--- config.mk ---
export PLATFORM = sky130hd
export DESIGN_NAME = scc_sound
export DESIGN_NICKNAME = d
export VERILOG_FILES = /design/src/rtl/scc_sound.sv
export SDC_FILE = /design/constraint.sdc
export NUM_CORES = 2
export LEC_CHECK = 0
export ABC_CLOCK_PERIOD_IN_PS = 29300
export CELL_PAD_IN_SITES_DETAIL_PLACEMENT = 2
export CELL_PAD_IN_SITES_GLOBAL_PLACEMENT = 2
export CORE_MARGIN = 5
export CORE_UTILIZATION = 25
export DETAILED_ROUTE_END_ITERATION = 16
export DONT_BUFFER_PORTS = 1
export PLACE_DENSITY_LB_ADDON = 0.05
export SYNTH_ARGS = -nofsm -noshare
export SYNTH_HDL_FRONTEND = slang
export SYNTH_SLANG_ARGS = --single-unit
--- constraint.sdc ---
create_clock -name clk -period 29.3 [get_ports clk]
set_input_delay 1.465 -clock clk [delete_from_list [all_inputs] [get_ports clk]]
set_output_delay 1.465 -clock clk [all_outputs]
set_load 0.01 [all_outputs]
--- src/rtl/scc_sound.sv ---
// Konami SCC (K051649) sound device: CPU-visible wave RAM and channel registers,
// five wavetable channels, and a registered signed mix of the channel outputs.
module scc_sound #(
  parameter int OUT_W = 15
) (
  input  logic                    clk,
  input  logic                    reset,
  input  logic                    ce,
  input  logic                    cs,
  input  logic                    wr,
  input  logic                    rd,
  input  logic [7:0]              addr,
  input  logic [7:0]              din,
  output logic [7:0]              dout,
  output logic signed [OUT_W-1:0] sound
);

  localparam int NCH = 5;

  logic [7:0]              wave_q [128];
  logic [11:0]             freq_q [NCH];
  logic [11:0]             freq_d [NCH];
  logic [11:0]             cnt_q  [NCH];
  logic [11:0]             cnt_d  [NCH];
  logic [4:0]              ptr_q  [NCH];
  logic [4:0]              ptr_d  [NCH];
  logic [3:0]              vol_q  [NCH];
  logic [3:0]              vol_d  [NCH];
  logic [7:0]              wsel   [NCH];
  logic [NCH-1:0]          en_q, en_d;
  logic [NCH-1:0]          freq_clr;
  logic [7:0]              dout_q, dout_d;
  logic signed [OUT_W-1:0] sound_q, sound_d, mix_sum;
  logic                    wr_en, rd_en, reg_wr;

  // A write in the same cycle as a read wins; the read is dropped.
  assign wr_en  = cs & wr;
  assign rd_en  = cs & rd & ~wr;
  assign reg_wr = wr_en & (addr[7:5] == 3'b100);

  // Wave RAM write port; contents survive reset, but no write lands while reset is high.
  always_ff @(posedge clk) begin
    if (wr_en && !addr[7] && !reset) wave_q[addr[6:0]] <= din;
  end

  // Playback fetch: channel 4 shares channel 3's 32-byte bank.
  always_comb begin
    for (int n = 0; n < NCH; n++) begin
      wsel[n] = wave_q[{2'(n < 4 ? n : 3), ptr_q[n]}];
    end
  end

  // Mix: signed sample times unsigned volume per enabled channel, summed without saturation.
  always_comb begin
    mix_sum = '0;
    for (int n = 0; n < NCH; n++) begin
      if (en_q[n]) begin
        mix_sum = mix_sum + ($signed({{(OUT_W-8){wsel[n][7]}}, wsel[n]}) *
                             $signed({{(OUT_W-4){1'b0}}, vol_q[n]}));
      end
    end
  end

  // Register decode, read data, channel stepping and output sample next-state.
  always_comb begin
    freq_d   = freq_q;
    cnt_d    = cnt_q;
    ptr_d    = ptr_q;
    vol_d    = vol_q;
    en_d     = en_q;
    dout_d   = dout_q;
    sound_d  = sound_q;
    freq_clr = '0;

    if (rd_en) dout_d = addr[7] ? 8'hFF : wave_q[addr[6:0]];

    if (reg_wr) begin
      for (int n = 0; n < NCH; n++) begin
        if (addr[3:1] == 3'(n)) begin
          if (addr[0]) freq_d[n][11:8] = din[3:0];
          else         freq_d[n][7:0]  = din;
          freq_clr[n] = 1'b1;
        end
        if (addr[3:0] == 4'(n + 10)) vol_d[n] = din[3:0];
      end
      if (addr[3:0] == 4'hF) en_d = din[4:0];
    end

    if (ce) begin
      sound_d = mix_sum;
      for (int n = 0; n < NCH; n++) begin
        if (freq_q[n] > 12'd8) begin
          if (cnt_q[n] == 12'd0) begin
            cnt_d[n] = freq_q[n];
            ptr_d[n] = ptr_q[n] + 5'd1;
          end else begin
            cnt_d[n] = cnt_q[n] - 12'd1;
          end
        end
      end
    end

    // A frequency write restarts the step timer but never moves the pointer.
    for (int n = 0; n < NCH; n++) begin
      if (freq_clr[n]) begin
        cnt_d[n] = '0;
        ptr_d[n] = ptr_q[n];
      end
    end
  end

  // State registers with asynchronous reset.
  always_ff @(posedge clk or posedge reset) begin
    if (reset) begin
      for (int n = 0; n < NCH; n++) begin
        freq_q[n] <= '0;
        cnt_q[n]  <= '0;
        ptr_q[n]  <= '0;
        vol_q[n]  <= '0;
      end
      en_q    <= '0;
      dout_q  <= 8'hFF;
      sound_q <= '0;
    end else begin
      freq_q  <= freq_d;
      cnt_q   <= cnt_d;
      ptr_q   <= ptr_d;
      vol_q   <= vol_d;
      en_q    <= en_d;
      dout_q  <= dout_d;
      sound_q <= sound_d;
    end
  end

  assign dout  = dout_q;
  assign sound = sound_q;

endmodule
# Word-level counts from Yosys, hierarchy flattened
# Memory sizes are Yosys's and may differ from the RTL's.
# Index checks and enable logic that the tools add are counted.
# Widths: inputs -> output; s select.
totals:
  register_bits: 193
  mem_bits_rw: 1024
  in_bits: 22
  output_inout_bits: 23
  elab_cells: 151
  n_memories: 1
classes:
  add_sub_neg: 14
  mul: 5
  n_lt_le_gt_ge: 5
  n_eq_ne: 11
  mux: 30
  bitwise_logic: 11
  reduce_logical: 46
mem_list:
  columns: ["memory", "words", "width", "read_ports", "rd_ports_with_merged_regs", "wr", "line_no", "text"]
  rows:
  - ["wave_q", 128, 8, 6, 0, 1, "20", "logic [7:0] wave_q [128];"]
ops:
  columns: ["cell", "count"]
  rows:
  - ["$mux 12", 15]
  - ["$mux 15", 5]
  - ["$mul 8x5->13", 5]
  - ["$add 15x13->15", 4]
  - ["$gt 12x4->1 const B", 5]
  - ["$logic_not 12->1", 5]
  - ["$mux 60", 1]
  - ["$sub 12x1->12 const B", 5]
  - ["$reduce_and 3->1", 10]
  - ["$add 5x1->5 const B", 5]
  - ["$eq 4x4->1 const B", 6]
  - ["$reduce_and 2->1", 11]
  - ["$reduce_and 4->1", 5]
  - ["$reduce_bool 2->1", 10]
  - ["$mux 8", 1]
  - ["$mux 1", 7]
  - ["$not 1->1", 7]
  - ["$eq 3x2->1 const B", 2]
  - ["$eq 3x3->1 const B", 2]
  - ["$mux 5", 1]
  - ["$and 1x1->1", 4]
  - ["$eq 3x1->1 const B", 1]
  - ["$logic_not 3->1", 1]
  - ["$logic_and 1x1->1", 2]
  - ["$logic_not 1->1", 2]

# Longest topological paths before layout
# An unclocked memory read counts as a cell.
depth:
  word_depth: 11
  ltp_mapped: 73
  depth_no_buf: 70

# Worst setup path before layout
# Ideal clock, no wire load.
synth_path:
  path_kind: "register to register"
  start: "reg ptr_q[20] (netlist name)"
  end: "reg sound_q[14], in the netlist sound[14]"
  setup_time_ps: 125
  arrival_ps: 16164
  required_time_ps: 29175
  path_slack_ps: 13011
  path_stages_with_launch: 69
  path_buffers: 3
  synth_period_minus_slack_ps: 16289
  cell_sequence: "dfrtp_1 buf_6 buf_1 buf_1 mux4_2 mux4_2 mux2i_1 nor2_1 ha_1 inv_1 fa_1 fa_1 inv_1 ha_1 a21oi_1 o21bai_1 a21oi_1 xnor2_1 [33 not listed] xnor2_1 mux2i_1 fa_1 inv_1 fa_1 inv_1 fa_1 inv_1 ha_1 a21o_1 nand2_1 o21ai_0 o41ai_1 xnor2_1 nand2_1 xnor3_1 xor2_1 mux2_4"
synth_via:
  elab_chain_cells: 11
synth_lines:
  columns: ["item", "line_no", "text"]
  rows:
  - ["start: declaration", "25", "logic [4:0] ptr_q [NCH];"]
  - ["start signal: assignment", "127", "ptr_q <= ptr_d;"]
  - ["$mem_v2 128x8 *", null, null]
  - ["$mul 8x5->13 *", "58", "mix_sum = mix_sum + ($signed({{(OUT_W-8){wsel[n][7]}}, wsel[n]}) *"]
  - ["$mux 15 *", "57", "if (en_q[n]) begin"]
  - ["$add 15x13->15", "58", null]
  - ["$mux 15 *", "57", null]
  - ["$add 15x13->15", "58", null]
  - ["$mux 15 *", "57", null]
  - ["$add 15x13->15", "58", null]
  - ["$mux 15 *", "57", null]
  - ["$add 15x13->15", "58", null]
  - ["$mux 15 *", "57", null]
  - ["end signal: assignment", "131", "sound_q <= sound_d;"]
  - ["end: declaration", "33", "logic signed [OUT_W-1:0] sound_q, sound_d, mix_sum;"]
# Mark *: on every way between the ends. The rest lies on a longest branch, timed or not.
# A chain may end at the register's enable or synchronous reset.

# Worst setup path in the final report
# Same ends and word-level chain as after synthesis.

==> implementation parameters <==
Parameter                              Value

STA
  RSZ-0062 raised after global routing    no
  Worst-case clock skew    0.0479 ns
  Tmin final    18.18 ns
  Transition time at the pin with the least slew margin    1.31 ns
  Final count of pins violating max slew    0
  Worst Hold Slack    0.470 ns
  Final Hold Violating Endpoints    0
  Period Utilization, post-route    62.1%
  Setup-violating endpoint count in the final report    0
  Relative slew slack    12.7%
  Fmax    55.0 MHz
  Total negative setup slack    0 ns

Clock network
  Number of gates given a new drive strength after cts    0
  Hold_buf cts    0
  Setup Fix Bufs, Post-CTS    0
  Clock-pin slew of the registers on the worst-case setup and hold paths    0.06 ns
  Total CTS buffers    168
  CTS Sinks    1,217
  Latest clock arrival within the worst-skew pair    0.84 ns
  Clock tree from TritonCTS    done
  Maximum clock path buffer count    4
  Level count of the clock H-tree    4
  Clock root cell    sky130_fd_sc_hd__clkbuf_16

Synthesis
  Syn avg cell area    16.1 um2
  Syn Nets    4,507
  Primary flip-flop cell chosen by synthesis mapping    sky130_fd_sc_hd__edfxtp_1
  Number of synthesized flops with an enable pin    1,024
  Biggest area consumer among synthesized cells    sky130_fd_sc_hd__edfxtp_1
  Number of synthesis warnings    0
  Post-synthesis async set-or-reset flop share    15.9%
  Number of standard cells after synthesis    4,184
  Synth unique cells    71
  Area share of the largest cell type after synthesis    45.7%
  Flip-flop and latch count after synthesis    1,217
  Summed instance area of the synthesized netlist    0.0673 mm2
  Cell types occupying the most area after synthesis    sky130_fd_sc_hd__edfxtp_1 (46%), sky130_fd_sc_hd__mux4_2 (24%), sky130_fd_sc_hd__dfrtp_1 (6.9%)
  Fraction of the yosys area taken by sequential cells    52.9%

Final layout
  Nets    4,537
  Number of standard cells in the final layout excluding fillers    7,900
  Most used cells in the layout excluding fill and tap cells    sky130_fd_sc_hd__edfxtp_1 (1,024), sky130_fd_sc_hd__mux4_2 (720), sky130_fd_sc_hd__nor2_1 (290), sky130_fd_sc_hd__inv_1 (273), sky130_fd_sc_hd__nand2_1 (183)
  Post-layout instance area    0.0769 mm2
  Area growth from synthesis to layout    14.1%
  Filler Cell Count    27,600
  Leading cell type in the layout, fill and taps excluded    sky130_fd_sc_hd__edfxtp_1
  Fraction of layout instances using a drive strength above 1    27.9%
  Post-route core utilization    28.7%

Worst setup path
  Crit path arrival time    18.90 ns
  CP Capture Type    flop
  Required time at the endpoint of the critical path    30.02 ns
  Peak fanout along the critical path    37
  Worst reg-to-reg path cell count    68
  CP most frequent cell    sky130_fd_sc_hd__inv_1
  R2R Path End    sound[14]
  Worst setup slack for register-to-register paths    11.12 ns
  Worst reg2reg startpoint    ptr_q[20]
  CP startpoint kind    flop
  Start-to-end type of the worst setup path    flop to flop
  Maximum single-stage delay on the critical path    0.95 ns
  Cell type of the slowest stage on the worst timing path    sky130_fd_sc_hd__dfrtp_4

Power
  Ratio of total power to cell area    63.4 mW/mm2
  Internal power of the cells    0.00351 W
  Portion of total power attributed to combinational logic    17.2%
  Leak    25.9 nW
  Power spent charging and discharging nets    0.00137 W
  Share of total power in sequential cells    42.1%
  Switching share of power    28.0%
  Peak supply drop    0.0420 mV
  Clock power frac    40.7%

Placed design
  Cell area after placement    0.0717 mm2
  IO buf count    0
  Routability congestion estimate    0.725
  Cell total after placement    7,596
  Sum of net half-perimeters after detailed placement    164,000 um

Floorplan
  X dimension of the die    529 um
  I/O pins    45
  Number of placement rows    190
  Placeable core region    0.268 mm2
  Initial standard-cell utilization of the core    25.1%
  Die height    529 um
  Die footprint    0.280 mm2

Detailed routing
  Vias post-DR    39,300
  Final Routed Wirelength    252,000 um
  Via density per instance    4.98
  Antenna-violating nets left    0
  Number of optimization iterations in the first detailed-route pass    5
  Wire length per cell    31.9 um
  DRC violation total after the first TritonRoute iteration    2,898
  DRC    0

Global route
  Number of antenna violations at the first check in global routing    17
  Tot GR Track Use    18.0%
  Maximum number of pins on one net before global-route repair    287
  Vias in the first global route    43,700
  Wire length of the first global-routing pass    357,000 um
  Total congestion overflow after global routing    0

Outcome
  Status    finished clean

Worst hold path
  Cell depth of the worst hold path    1
  Endpoint, Worst Hold    ptr_q[24]
  Hold Crit Class    flop to flop
  Hold Crit Start    ptr_q[24]

Job
  Number of max-capacitance violations reported    0
[kinds of logic (layout without fill, tap and decap cells)]
kind of cell               count (synthesis)  count (layout)  share of synthesized area, %
AOI/OAI and AO/OA                        370             370                          3.41
xor gates and xnor gates                  83              83                          1.10
adders and majority gates                301             301                          7.20
buffers and inverters                    517             671                          2.97
DFF                                     1217            1217                          52.9
muxes                                    893             893                          26.9
other                                      0              10                             0
and+or+nand+nor                          803             803                          5.57
[how the worst max path moves through the flow]
| stage | from | to | slack (ns) | cells after the start |
|---|---|---|---|---|
| 2_1_floorplan | ptr_q[20] | sound[14] | 13.01 | 68 |
| 5_1_grt | ptr_q[20] | sound[14] | 9.78 | 68 |
| 4_1_cts | ptr_q[20] | sound[14] | 10.76 | 68 |
| 6_report | ptr_q[20] | sound[14] | 11.12 | 68 |
| 3_3_place_gp | ptr_q[20] | sound[14] | 10.95 | 68 |
| 3_5_place_dp | ptr_q[20] | sound[14] | 10.75 | 68 |
[synth_stat cells, types with 25 or more instances]
| master | n |
|---|---|
| sky130_fd_sc_hd__nand2b_1 | 35 |
| sky130_fd_sc_hd__nand3_1 | 31 |
| sky130_fd_sc_hd__a211oi_1 | 25 |
| sky130_fd_sc_hd__a21oi_1 | 121 |
| sky130_fd_sc_hd__o21ai_0 | 76 |
| sky130_fd_sc_hd__and2_1 | 28 |
| sky130_fd_sc_hd__xnor2_1 | 62 |
| sky130_fd_sc_hd__nand2_1 | 183 |
| sky130_fd_sc_hd__nor3_1 | 58 |
| sky130_fd_sc_hd__dfrtp_1 | 185 |
| sky130_fd_sc_hd__clkbuf_1 | 141 |
| sky130_fd_sc_hd__mux4_2 | 720 |
| sky130_fd_sc_hd__fa_1 | 144 |
| sky130_fd_sc_hd__nor2_1 | 292 |
| sky130_fd_sc_hd__buf_1 | 66 |
| sky130_fd_sc_hd__inv_1 | 274 |
| sky130_fd_sc_hd__mux2_2 | 117 |
| sky130_fd_sc_hd__buf_2 | 30 |
| sky130_fd_sc_hd__nor2b_1 | 97 |
| sky130_fd_sc_hd__mux2i_1 | 55 |
| sky130_fd_sc_hd__edfxtp_1 | 1024 |
| sky130_fd_sc_hd__a31oi_1 | 28 |
| sky130_fd_sc_hd__ha_1 | 157 |
[power by group through the flow]
stage               Combinational [W]  Sequential, W  Clock, W
finish                       0.000840        0.00205   0.00198
global route                 0.000915        0.00207   0.00213
CTS                          0.000863        0.00206   0.00206
detailed placement           0.000861        0.00209         0
global placement             0.000856        0.00209         0
floorplan                    0.000659        0.00200         0
[critical path: cells and delay by family (launching register included)]
kind / cells / cell delay [ns]
xor+xnor: 7 / 0.92
compound gates: 11 / 2.53
mux: 4 / 1.98
fa+ha+maj: 20 / 8.37
buf+inv: 15 / 1.44
simple gates: 11 / 1.79
flops: 1 / 0.95
[metrics by stage]
step	power (W)	setup WS, ns
after floorplan	0.00266	13.01
final	0.00487	11.12
after global placement	0.00295	10.95
after global routing	0.00511	9.78
after CTS	0.00498	10.76
after detailed placement	0.00295	10.75
[per-layer routing]
layer	part of all wire, %	track usage, %	wire, um
met1	48	26.2	121000
met2	46	28.2	115000
met3	4.5	2.94	11500
met4	2.1	3.72	5200
met5	0	0	0
[area by class of cell]
cell class	count	area (um2)	share of cell area, %
sequential	1217	35600	46.4
multi-input combinational	2450	29800	38.8
clock buffer	223	4560	5.94
tap	3552	4440	5.78
inverter	277	1050	1.36
timing repair buffer	100	751	0.977
clock inverter	71	587	0.764
antenna	10	25.0	0.0326
[registers in the layout (all words and copies together) (netlist names)]
register  cells
en_q          5
ptr_q        25
dout          8
freq_q       60
cnt_q        60
vol_q        20
sound        15
wave_q     1024
(Power assumes the default switching activity.)
